==> config.mk <==
export PLATFORM = sky130hd
export DESIGN_NAME = pixel_stream_tx
export DESIGN_NICKNAME = d
export VERILOG_FILES = /design/src/rtl/pixel_stream_tx_pkg.sv /design/src/rtl/pixel_stream_tx_fifo.sv /design/src/rtl/pixel_stream_tx.sv
export SDC_FILE = /design/constraint.sdc
export NUM_CORES = 1
export LEC_CHECK = 0
export CAP_MARGIN = 30
export CORE_MARGIN = 2
export CORE_UTILIZATION = 33
export DETAILED_ROUTE_END_ITERATION = 12
export GPL_ROUTABILITY_DRIVEN = 0
export PLACE_DENSITY = 0.57
export SETUP_SLACK_MARGIN = 0.5
export SLEW_MARGIN = 20
export SYNTH_ARGS = -nofsm -noshare
export SYNTH_HDL_FRONTEND = slang
export SYNTH_SLANG_ARGS = --single-unit
export TNS_END_PERCENT = 100
==> constraint.sdc <==
create_clock -name clk -period 3.34 [get_ports clk]
set_input_delay 0.835 -clock clk [delete_from_list [all_inputs] [get_ports clk]]
set_output_delay 0.835 -clock clk [all_outputs]
set_load 0.01 [all_outputs]
==> src/rtl/pixel_stream_tx_pkg.sv <==
// Shared types and constants for the pixel nibble transmitter.
// State encoding, nibble indices and the packed pixel width used by pixel_fifo and pixel_stream_tx.
package pixel_stream_tx_pkg;

    localparam int PIXEL_W = 16;
    localparam int NIB_W   = 4;

    localparam logic [1:0] NIB_X_HI = 2'd0;
    localparam logic [1:0] NIB_X_LO = 2'd1;
    localparam logic [1:0] NIB_Y_HI = 2'd2;
    localparam logic [1:0] NIB_Y_LO = 2'd3;

    typedef enum logic [1:0] {
        IDLE    = 2'd0,
        SEND    = 2'd1,
        RELEASE = 2'd2
    } tx_state_e;

endpackage

==> src/rtl/pixel_stream_tx_fifo.sv <==
// Synchronous FIFO for packed {x,y} pixels with registered pointers and an occupancy count.
// A push on a full FIFO is accepted only when a pop happens on the same edge.
module pixel_fifo
    import pixel_stream_tx_pkg::*;
#(
    parameter int DEPTH = 8,
    parameter int WIDTH = PIXEL_W
) (
    input  logic                     clk,
    input  logic                     rst_n,
    input  logic                     push,
    input  logic                     pop,
    input  logic [WIDTH-1:0]         wdata,
    output logic [WIDTH-1:0]         rdata,
    output logic                     full,
    output logic                     empty,
    output logic [$clog2(DEPTH):0]   level
);

    localparam int AW    = $clog2(DEPTH);
    localparam int LVL_W = AW + 1;

    logic [WIDTH-1:0] mem_q [DEPTH];
    logic [AW-1:0]    wr_ptr_q, wr_ptr_d;
    logic [AW-1:0]    rd_ptr_q, rd_ptr_d;
    logic [LVL_W-1:0] level_q, level_d;
    logic             do_push, do_pop;

    assign empty   = (level_q == '0);
    assign full    = (level_q == LVL_W'(DEPTH));
    assign do_pop  = pop && !empty;
    assign do_push = push && (!full || do_pop);
    assign rdata   = mem_q[rd_ptr_q];
    assign level   = level_q;

    // NOTE: every variable gets a default before any branch, otherwise a latch is inferred.
    always_comb begin
        wr_ptr_d = wr_ptr_q;
        rd_ptr_d = rd_ptr_q;
        level_d  = level_q;
        if (do_push) wr_ptr_d = wr_ptr_q + AW'(1);
        if (do_pop)  rd_ptr_d = rd_ptr_q + AW'(1);
        case ({do_push, do_pop})
            2'b10:   level_d = level_q + LVL_W'(1);
            2'b01:   level_d = level_q - LVL_W'(1);
            default: level_d = level_q;
        endcase
    end

    // NOTE: sequential state uses non-blocking assignments so all flops update from pre-edge values.
    always_ff @(posedge clk or negedge rst_n) begin
        if (!rst_n) begin
            wr_ptr_q <= '0;
            rd_ptr_q <= '0;
            level_q  <= '0;
        end else begin
            wr_ptr_q <= wr_ptr_d;
            rd_ptr_q <= rd_ptr_d;
            level_q  <= level_d;
        end
    end

    // NOTE: storage is deliberately not reset; the pointers and count alone define valid contents.
    always_ff @(posedge clk) begin
        if (do_push) mem_q[wr_ptr_q] <= wdata;
    end

endmodule

==> src/rtl/pixel_stream_tx.sv <==
// Buffers the drawing pixel stream and sends each pixel as four nibbles over a 4-phase req/ack link.
// Optional build macro PIXEL_DEDUP_EN discards a pixel identical to the last accepted one.
module pixel_stream_tx
    import pixel_stream_tx_pkg::*;
#(
    parameter int DEPTH       = 8,
    parameter int SYNC_STAGES = 2
) (
    input  logic                       clk,
    input  logic                       rst_n,
    input  logic [7:0]                 pixel_x,
    input  logic [7:0]                 pixel_y,
    input  logic                       pixel_valid,
    output logic [3:0]                 tx_data,
    output logic                       tx_valid,
    output logic                       tx_first,
    input  logic                       tx_ack,
    output logic [$clog2(DEPTH):0]     fifo_level,
    output logic                       overflow,
    input  logic                       clear_overflow,
    output logic                       idle
);

    tx_state_e              state_q, state_d;
    logic [1:0]             nib_q, nib_d;
    logic [PIXEL_W-1:0]     shift_q, shift_d;
    logic [NIB_W-1:0]       tx_data_q, tx_data_d;
    logic                   tx_valid_q, tx_valid_d;
    logic                   tx_first_q, tx_first_d;
    logic                   overflow_q, overflow_d;
    logic [SYNC_STAGES-1:0] ack_sync_q, ack_sync_d;
    logic                   ack_s;

    logic [PIXEL_W-1:0]     pixel_xy, fifo_rdata;
    logic                   push_req, fifo_push, fifo_pop, fifo_full, fifo_empty;
    logic                   dup, drop;

    assign pixel_xy  = {pixel_x, pixel_y};
    assign push_req  = pixel_valid && !dup;
    assign fifo_pop  = (state_q == IDLE) && !fifo_empty;
    assign fifo_push = push_req && (!fifo_full || fifo_pop);
    assign drop      = push_req && fifo_full && !fifo_pop;

    pixel_fifo #(.DEPTH(DEPTH), .WIDTH(PIXEL_W)) u_fifo (
        .clk   (clk),
        .rst_n (rst_n),
        .push  (fifo_push),
        .pop   (fifo_pop),
        .wdata (pixel_xy),
        .rdata (fifo_rdata),
        .full  (fifo_full),
        .empty (fifo_empty),
        .level (fifo_level)
    );

`ifdef PIXEL_DEDUP_EN
    logic [PIXEL_W-1:0] last_xy_q, last_xy_d;
    logic               last_vld_q, last_vld_d;

    assign dup = last_vld_q && (pixel_xy == last_xy_q);

    always_comb begin
        last_xy_d  = last_xy_q;
        last_vld_d = last_vld_q;
        if (fifo_push) begin
            last_xy_d  = pixel_xy;
            last_vld_d = 1'b1;
        end
    end

    always_ff @(posedge clk or negedge rst_n) begin
        if (!rst_n) begin
            last_xy_q  <= '0;
            last_vld_q <= 1'b0;
        end else begin
            last_xy_q  <= last_xy_d;
            last_vld_q <= last_vld_d;
        end
    end
`else
    assign dup = 1'b0;
`endif

    assign ack_sync_d = {ack_sync_q[SYNC_STAGES-2:0], tx_ack};
    assign ack_s      = ack_sync_q[SYNC_STAGES-1];

    // A drop on the same edge as a clear leaves the flag set.
    always_comb begin
        overflow_d = overflow_q;
        if (clear_overflow) overflow_d = 1'b0;
        if (drop)           overflow_d = 1'b1;
    end

    always_comb begin
        state_d    = state_q;
        nib_d      = nib_q;
        shift_d    = shift_q;
        tx_data_d  = tx_data_q;
        tx_valid_d = tx_valid_q;
        tx_first_d = tx_first_q;
        case (state_q)
            IDLE: begin
                if (!fifo_empty) begin
                    tx_data_d  = fifo_rdata[PIXEL_W-1 -: NIB_W];
                    shift_d    = fifo_rdata << NIB_W;
                    tx_first_d = 1'b1;
                    tx_valid_d = 1'b1;
                    nib_d      = NIB_X_HI;
                    state_d    = SEND;
                end
            end
            SEND: begin
                if (ack_s) begin
                    tx_valid_d = 1'b0;
                    state_d    = RELEASE;
                end
            end
            RELEASE: begin
                if (!ack_s) begin
                    tx_first_d = 1'b0;
                    if (nib_q != NIB_Y_LO) begin
                        nib_d      = nib_q + 2'd1;
                        tx_data_d  = shift_q[PIXEL_W-1 -: NIB_W];
                        shift_d    = shift_q << NIB_W;
                        tx_valid_d = 1'b1;
                        state_d    = SEND;
                    end else begin
                        state_d    = IDLE;
                    end
                end
            end
            default: state_d = IDLE;
        endcase
    end

    always_ff @(posedge clk or negedge rst_n) begin
        if (!rst_n) begin
            state_q    <= IDLE;
            nib_q      <= NIB_X_HI;
            shift_q    <= '0;
            tx_data_q  <= '0;
            tx_valid_q <= 1'b0;
            tx_first_q <= 1'b0;
            overflow_q <= 1'b0;
            ack_sync_q <= '0;
        end else begin
            state_q    <= state_d;
            nib_q      <= nib_d;
            shift_q    <= shift_d;
            tx_data_q  <= tx_data_d;
            tx_valid_q <= tx_valid_d;
            tx_first_q <= tx_first_d;
            overflow_q <= overflow_d;
            ack_sync_q <= ack_sync_d;
        end
    end

    assign tx_data  = tx_data_q;
    assign tx_valid = tx_valid_q;
    assign tx_first = tx_first_q;
    assign overflow = overflow_q;
    assign idle     = (fifo_level == '0) && (state_q == IDLE);

endmodule

==> results.toml, run 1 <==
[outcome]
run_status = "completed"

[cells_and_area]
area_growth_syn_to_layout_pct = 20.8
fillerInstances = 1757
count_of_antenna_diodes_in_the_layout = 0
multiInputGateArea_sq_um = 1620
area.sequential_sq_um = 4720
finish.net_count = 419
drive_gt1_frac = 0.218
post_layout_nonfiller_instances = 669

[cts]
cts_hold_buf = 0
cts.sinks = 163
htree_levels = 4
cts_root_buf = "sky130_fd_sc_hd__clkbuf_16"
cts_buffers = 17
clk_pin_slew_ns = 0.06
clockBufferDepth = 2
clk-insertion-delay-late_ns = 0.42
postCtsSetupBuffers = 0
tritoncts_clock_tree = "done"

[power_and_ir_drop]
seqPwrFrac = 0.412
cellPowerDensity_nw_per_um2 = 915
irDropWorstVdd_mv = 0.399
p_sw_mw = 2.02
share_clk_of_total_power = 0.306
comb_power_share = 0.282
internal_power_mw = 5.12
netSwitchingFraction = 0.283
leakage_nw = 2.75

[sta]
clock.fmax_ghz = 0.364
worst_slew_slack_as_a_fraction_of_its_limit = 0.453
hold_viol = 0
hold-worst-slack_ns = 0.367
rsz_0062_raised_after_global_routing = "no"
finClkSkew_ns = 0.00630
post-route-period-util = 0.822
finalWorstPathRequiredPeriod_ns = 2.74
final_max_slew_viol_count = 0
setup_viol_count_final = 0
timing.setup.tns_ns = 0
worst_slew_pin_slew_ns = 0.820

[worst_setup_path]
r2r.worst_path.cells = 10
worstSetupPathDepth = 3
timing.critical_path.cells = "or4_4 > nor3_1 > dlygate4sd2_1"
endpoint_kind = "primary output"
cp.arrival_ns = 1.91
critPathKind = "flip-flop to primary output"
max_stage_delay_ns = 0.60
critical_path_buf_inv_count = 1
worst-endpoint-required_ns = 2.50
critPathTopFamily = "simple AND/OR/NAND/NOR gates"
crit_fanout = 9
critPathSlowestCell = "sky130_fd_sc_hd__or4_4"
crit_path_start_kind = "flip-flop"

[synth]
yosys_warnings = 0
synthCells = 342
synth_most_common_cell = "sky130_fd_sc_hd__edfxtp_1"
ys_top_cells_by_count = "sky130_fd_sc_hd__edfxtp_1, sky130_fd_sc_hd__dfrtp_1, sky130_fd_sc_hd__mux4_2, sky130_fd_sc_hd__nor2_1"
synth_top_cell_area_share = 0.596
synth_enable_flop_cells = 128
yosys_register_bits = 163
syn-num-nets = 369
seq_area_frac_synth = 0.731
synth-main-ff-cell = "sky130_fd_sc_hd__edfxtp_1"
synth_area_leaders = "sky130_fd_sc_hd__edfxtp_1, sky130_fd_sc_hd__dfrtp_1, sky130_fd_sc_hd__mux4_2, sky130_fd_sc_hd__mux2i_1, sky130_fd_sc_hd__a211oi_1"
netlist.top_cell.by_area = "sky130_fd_sc_hd__edfxtp_1"
fraction_of_registers_with_async_set_reset = 0.215
synth_cell_type_count = 35
post_synth.cell_area_avg_sq_um = 18.9
mappedNetlistArea_sq_um = 6450

[floorplan]
chipHeight_um = 144
floorplan.die_area_sq_um = 20700
row_count = 51
ios = 33
core_footprint_sq_um = 19300
start_util = 0.334
die_width_um = 144

[placed_design]
dp.final_hpwl_mm = 6.95
post-place-cells = 637
port-buffer-count = 32

[drt]
detail_route.vias_per_cell = 4.73
ant_nets = 0
drt-pass1-iter-count = 4
via_count = 3163
total_drc_errors_in_the_routed_layout = 0
wl_per_cell_um = 17.7
wl_mm = 11.8
drt_iter0_markers = 199

[global_route]
grt_pass1_vias = 3190
antenna_found_initial = 0
global_route_wire_length_before_repair_mm = 18.3
grt.overflow.total = 0
groute.usage.overall = 0.123
largest_net_degree_at_the_start_of_global_routing = 36

[worst_hold_path]
hold_path.class = "flip-flop to flip-flop"
whs_path_depth = 0

[flow_run]
timing.max_cap.violations = 0
timing repair:
item | CTS | global route
endpoints found under the setup margin | 1 | 0
hold endpoints to repair | 0 | 0
resized for setup | 3 | 0
cells by family after synthesis:
family          share of synthesized area
mux                                 0.136
flops                               0.731
xor+xnor                           0.0109
compound gates                     0.0467
buf+inv                            0.0194
simple gates                       0.0446
fa+ha+maj                          0.0116
cell type report:
| class | count | share of cell area |
|---|---|---|
| flip-flops and latches | 163 | 0.606 |
| repair buffers | 47 | 0.0557 |
| multi-input cells | 158 | 0.208 |
| clock inverters | 11 | 0.0298 |
| well taps | 265 | 0.0425 |
| inverters | 5 | 0.00273 |
| clock buffers | 20 | 0.0560 |
per-layer routing:
metal	track usage	wire length, um	vias up
met5	0	0	-
met4	0.0433	167	0
met3	0.0347	467	10
met2	0.194	5770	58
met1	0.163	5420	1637
li1	-	-	1458
registers in the layout, summed over array words and instances, names as in the netlist:
name	count
u_fifo.rd_ptr_q	3
tx_first	1
nib_q	2
u_fifo.wr_ptr_q	3
ack_sync_q	2
u_fifo.mem_q	128
tx_valid	1
tx_data	4
shift_q	12
state_q	2
overflow	1
u_fifo.level	4
power groups by stage:
stage          registers (mW)  clock network, mW  logic [mW]
4_1_cts                  2.95               2.24        2.05
5_1_grt                  3.00               2.33        2.21
2_1_floorplan            2.85                  0        1.55
3_5_place_dp             2.98                  0        2.04
6_report                 2.94               2.19        2.01
3_3_place_gp             2.96                  0        2.01
stage by stage:
stage	total power [mW]	area [sq um]	setup WS, ns	util
detailed placement	5.02	7110	0.596	0.368
global route	7.54	7800	0.506	0.403
floorplan	4.40	6450	0.528	-
finish	7.14	7800	0.595	0.403
global placement	4.97	7110	0.605	0.368
CTS	7.23	7780	0.571	0.403
cell usage in the layout, fill, tap and decap left out, drive strengths merged, types with 2 or more instances in the layout:
cell           netlist  routed
a211oi              12      12
a21o                12      12
a21oi                3       3
a221o                4       4
and3                 4       4
buf                 12      16
bufinv               0       7
clkbuf               4      20
clkdlybuf4s50        0      30
clkinv               0       2
clkinvlp             0       2
dfrtp               35      35
edfxtp             128     128
ha                   6       6
inv                  5       5
mux2                 3       3
mux2i               12      12
mux4                32      32
nand2               13      13
nand2b               6       6
nor2                22      22
nor3                 4       4
nor4                 2       2
nor4b                2       2
o21ai                6       6
xnor2                4       4
xor2                 4       4
final timing paths:
check / start / slack, ns / to
worst max-delay path: u_fifo.level[1] / 0.60 / idle
worst min-delay path: ack_sync_q[0] / 0.37 / ack_sync_q[1]
worst max register to register: u_fifo.level[1] / 0.82 / u_fifo.level[2]
worst min register to register: ack_sync_q[0] / 0.37 / ack_sync_q[1]
max in group asynchronous: rst_n / 2.26 / u_fifo.rd_ptr_q[0]
min in group asynchronous: rst_n / 0.51 / u_fifo.level[0]
Power figures use the tool's default switching activity.
==> run 2: changes to the inputs <==
--- a/config.mk
+++ b/config.mk
@@ -10,7 +10,7 @@
 export CORE_UTILIZATION = 33
 export DETAILED_ROUTE_END_ITERATION = 12
 export GPL_ROUTABILITY_DRIVEN = 0
-export PLACE_DENSITY = 0.57
+export PLACE_DENSITY = 0.59
 export SETUP_SLACK_MARGIN = 0.5
 export SLEW_MARGIN = 20
 export SYNTH_ARGS = -nofsm -noshare
==> constraint.sdc (replaced) <==
create_clock -name clk -period 2.2 [get_ports clk]
set_input_delay 0.55 -clock clk [delete_from_list [all_inputs] [get_ports clk]]
set_output_delay 0.55 -clock clk [all_outputs]
set_load 0.01 [all_outputs]
==> results.toml, run 2 (synthesized netlist as in run 1, its figures left out) <==
[placed_design]
dp.final_hpwl_mm = 7.60
pre_cts_slack_ns = -0.114
port-buffer-count = 32

[outcome]
failed_checks = "negative setup slack"
run_status = "finished, violations left"

[floorplan]
die_width_um = 144
chipHeight_um = 144
row_count = 51
core_footprint_sq_um = 19300
start_util = 0.334
ios = 33
floorplan.die_area_sq_um = 20700

[sta]
hold_viol = 0
final.setup.worst_slack_ns = -0.0916
final_max_slew_viol_count = 0
worst_slew_slack_as_a_fraction_of_its_limit = 0.696
hold-worst-slack_ns = 0.163
worst_slew_pin_slew_ns = 0.457
rsz_0062_raised_after_global_routing = "yes"
post-route-period-util = 1.04
clock.fmax_ghz = 0.436
finClkSkew_ns = 0.0201
setup_viol_count_final = 6
finalWorstPathRequiredPeriod_ns = 2.29

[power_and_ir_drop]
report.power.total_mw = 12.7
irDropWorstVdd_mv = 0.695
cellPowerDensity_nw_per_um2 = 1410
leakage_nw = 3.26

[cts]
clk_pin_slew_ns = 0.06
tritoncts_clock_tree = "done"
cts_buffers = 17
clk-insertion-delay-late_ns = 0.43
clockBufferDepth = 2
htree_levels = 4
cts_root_buf = "sky130_fd_sc_hd__clkbuf_16"
cts_hold_buf = 0
cts.sinks = 163

[worst_setup_path]
critical_path_buf_inv_count = 2
critical_path.startpoint = "u_fifo.level[2]"
critical_path_s_most_frequent_cell = "sky130_fd_sc_hd__xor2_1"
worst-endpoint-required_ns = 2.50
crit_path_start_kind = "flip-flop"
timing.critical_path.cells = "or4_4 > buf_6 > nand2_4 > inv_4 > ha_4 > xor2_1 > ha_2 > a21oi_2 > xor2_1 > nor2_1 > xor2_1"
critPathTopFamily = "simple AND/OR/NAND/NOR gates"
cp.arrival_ns = 2.59
endpoint_kind = "flip-flop"
critPathKind = "flip-flop to flip-flop"
critPathSlowestCell = "sky130_fd_sc_hd__or4_4"
r2r-start = "u_fifo.level[2]"
crit_fanout = 3
regToRegSetupSlack_ns = -0.09
max_stage_delay_ns = 0.57

[cells_and_area]
area_growth_syn_to_layout_pct = 39.4
max_flop_register = "u_fifo.mem_q"
count_of_antenna_diodes_in_the_layout = 0
layout_common_cells = "sky130_fd_sc_hd__edfxtp_1, sky130_fd_sc_hd__mux4_2, sky130_fd_sc_hd__dfrtp_1, sky130_fd_sc_hd__buf_6, sky130_fd_sc_hd__clkbuf_16"
largest_registers = "u_fifo.mem_q x128, shift_q x12"
drive_gt1_frac = 0.427
final_util = 0.465
largest_reg_flops = 128
finish.net_count = 486
final_common_cell = "sky130_fd_sc_hd__edfxtp_1"

[global_route]
antenna_found_initial = 0
grt_pass1_vias = 3682
groute.usage.overall = 0.154
grt.overflow.total = 0
global_route_wire_length_before_repair_mm = 22.4
largest_net_degree_at_the_start_of_global_routing = 36

[drt]
drt_iter0_markers = 244
drt-pass1-iter-count = 4
ant_nets = 0
wl_per_cell_um = 20.2
detail_route.vias_per_cell = 4.89
wl_mm = 14.8
via_count = 3596
total_drc_errors_in_the_routed_layout = 0

[worst_hold_path]
hold_path.class = "input port to asynchronous set/reset pin"

[flow_run]
timing.max_cap.violations = 0
run 2: repair_timing:
| item | in CTS | in global routing |
|---|---|---|
| pin swaps | 11 | 11 |
| resized for setup | 94 | 28 |
| endpoints found under the setup margin | 164 | 162 |
| hold endpoints to repair | 0 | 0 |
| setup buffers | 26 | 10 |
| gates cloned | 13 | 0 |
run 2: power breakdown:
part / switching (mW) / total [mW] / internal, mW
combinational: 2.53 / 5.66 / 3.13
clock: 1.14 / 2.68 / 1.55
sequential: 0.324 / 4.32 / 3.99
run 2: worst paths after layout:
check                                endpoint  depth (start not counted)
min reg2reg                     ack_sync_q[1]                          0
min in group clk                ack_sync_q[1]                          0
min                                  nib_q[0]                          2
max                           u_fifo.level[2]                         11
max in group asynchronous  u_fifo.rd_ptr_q[0]                          2
max reg2reg                   u_fifo.level[2]                         11
run 2: worst register-to-register path: cells and delay by family, from the launching register on:
| family | cells | cell delay [ns] |
|---|---|---|
| and+or+nand+nor | 3 | 0.70 |
| xor gates and xnor gates | 3 | 0.45 |
| DFF | 1 | 0.40 |
| adders and majority gates | 2 | 0.32 |
| buffers and inverters | 2 | 0.20 |
| AOI/OAI and AO/OA | 1 | 0.11 |
run 2: layer usage:
metal  global-route usage  up-vias  part of all wire
met5                    0        -                 0
met2                0.251       69              0.52
li1                     -     1598                 -
met1                0.202     1917              0.43
met4               0.0547        0             0.012
met3               0.0353       12             0.039
run 2: cell type report:
class | count | area, sq um
multi-input cells | 158 | 1920
clock buffers | 22 | 444
repair buffers | 114 | 1470
flip-flops and latches | 163 | 4720
clock inverters | 9 | 82.6
well taps | 265 | 332
fillers | 1609 | 10300
inverters | 5 | 21.3
run 2: per-stage QoR:
| stage | std cells | setup TNS [ns] | cell area (sq um) |
|---|---|---|---|
| 2_1_floorplan | 342 | -0.0343 | 6630 |
| 3_3_place_gp | 656 | -5.15 | 7550 |
| 3_5_place_dp | 656 | -6.39 | 7550 |
| 4_1_cts | 726 | -0.117 | 8850 |
| 5_1_grt | 736 | -1.78 | 9000 |
| 6_report | 736 | -0.136 | 9000 |
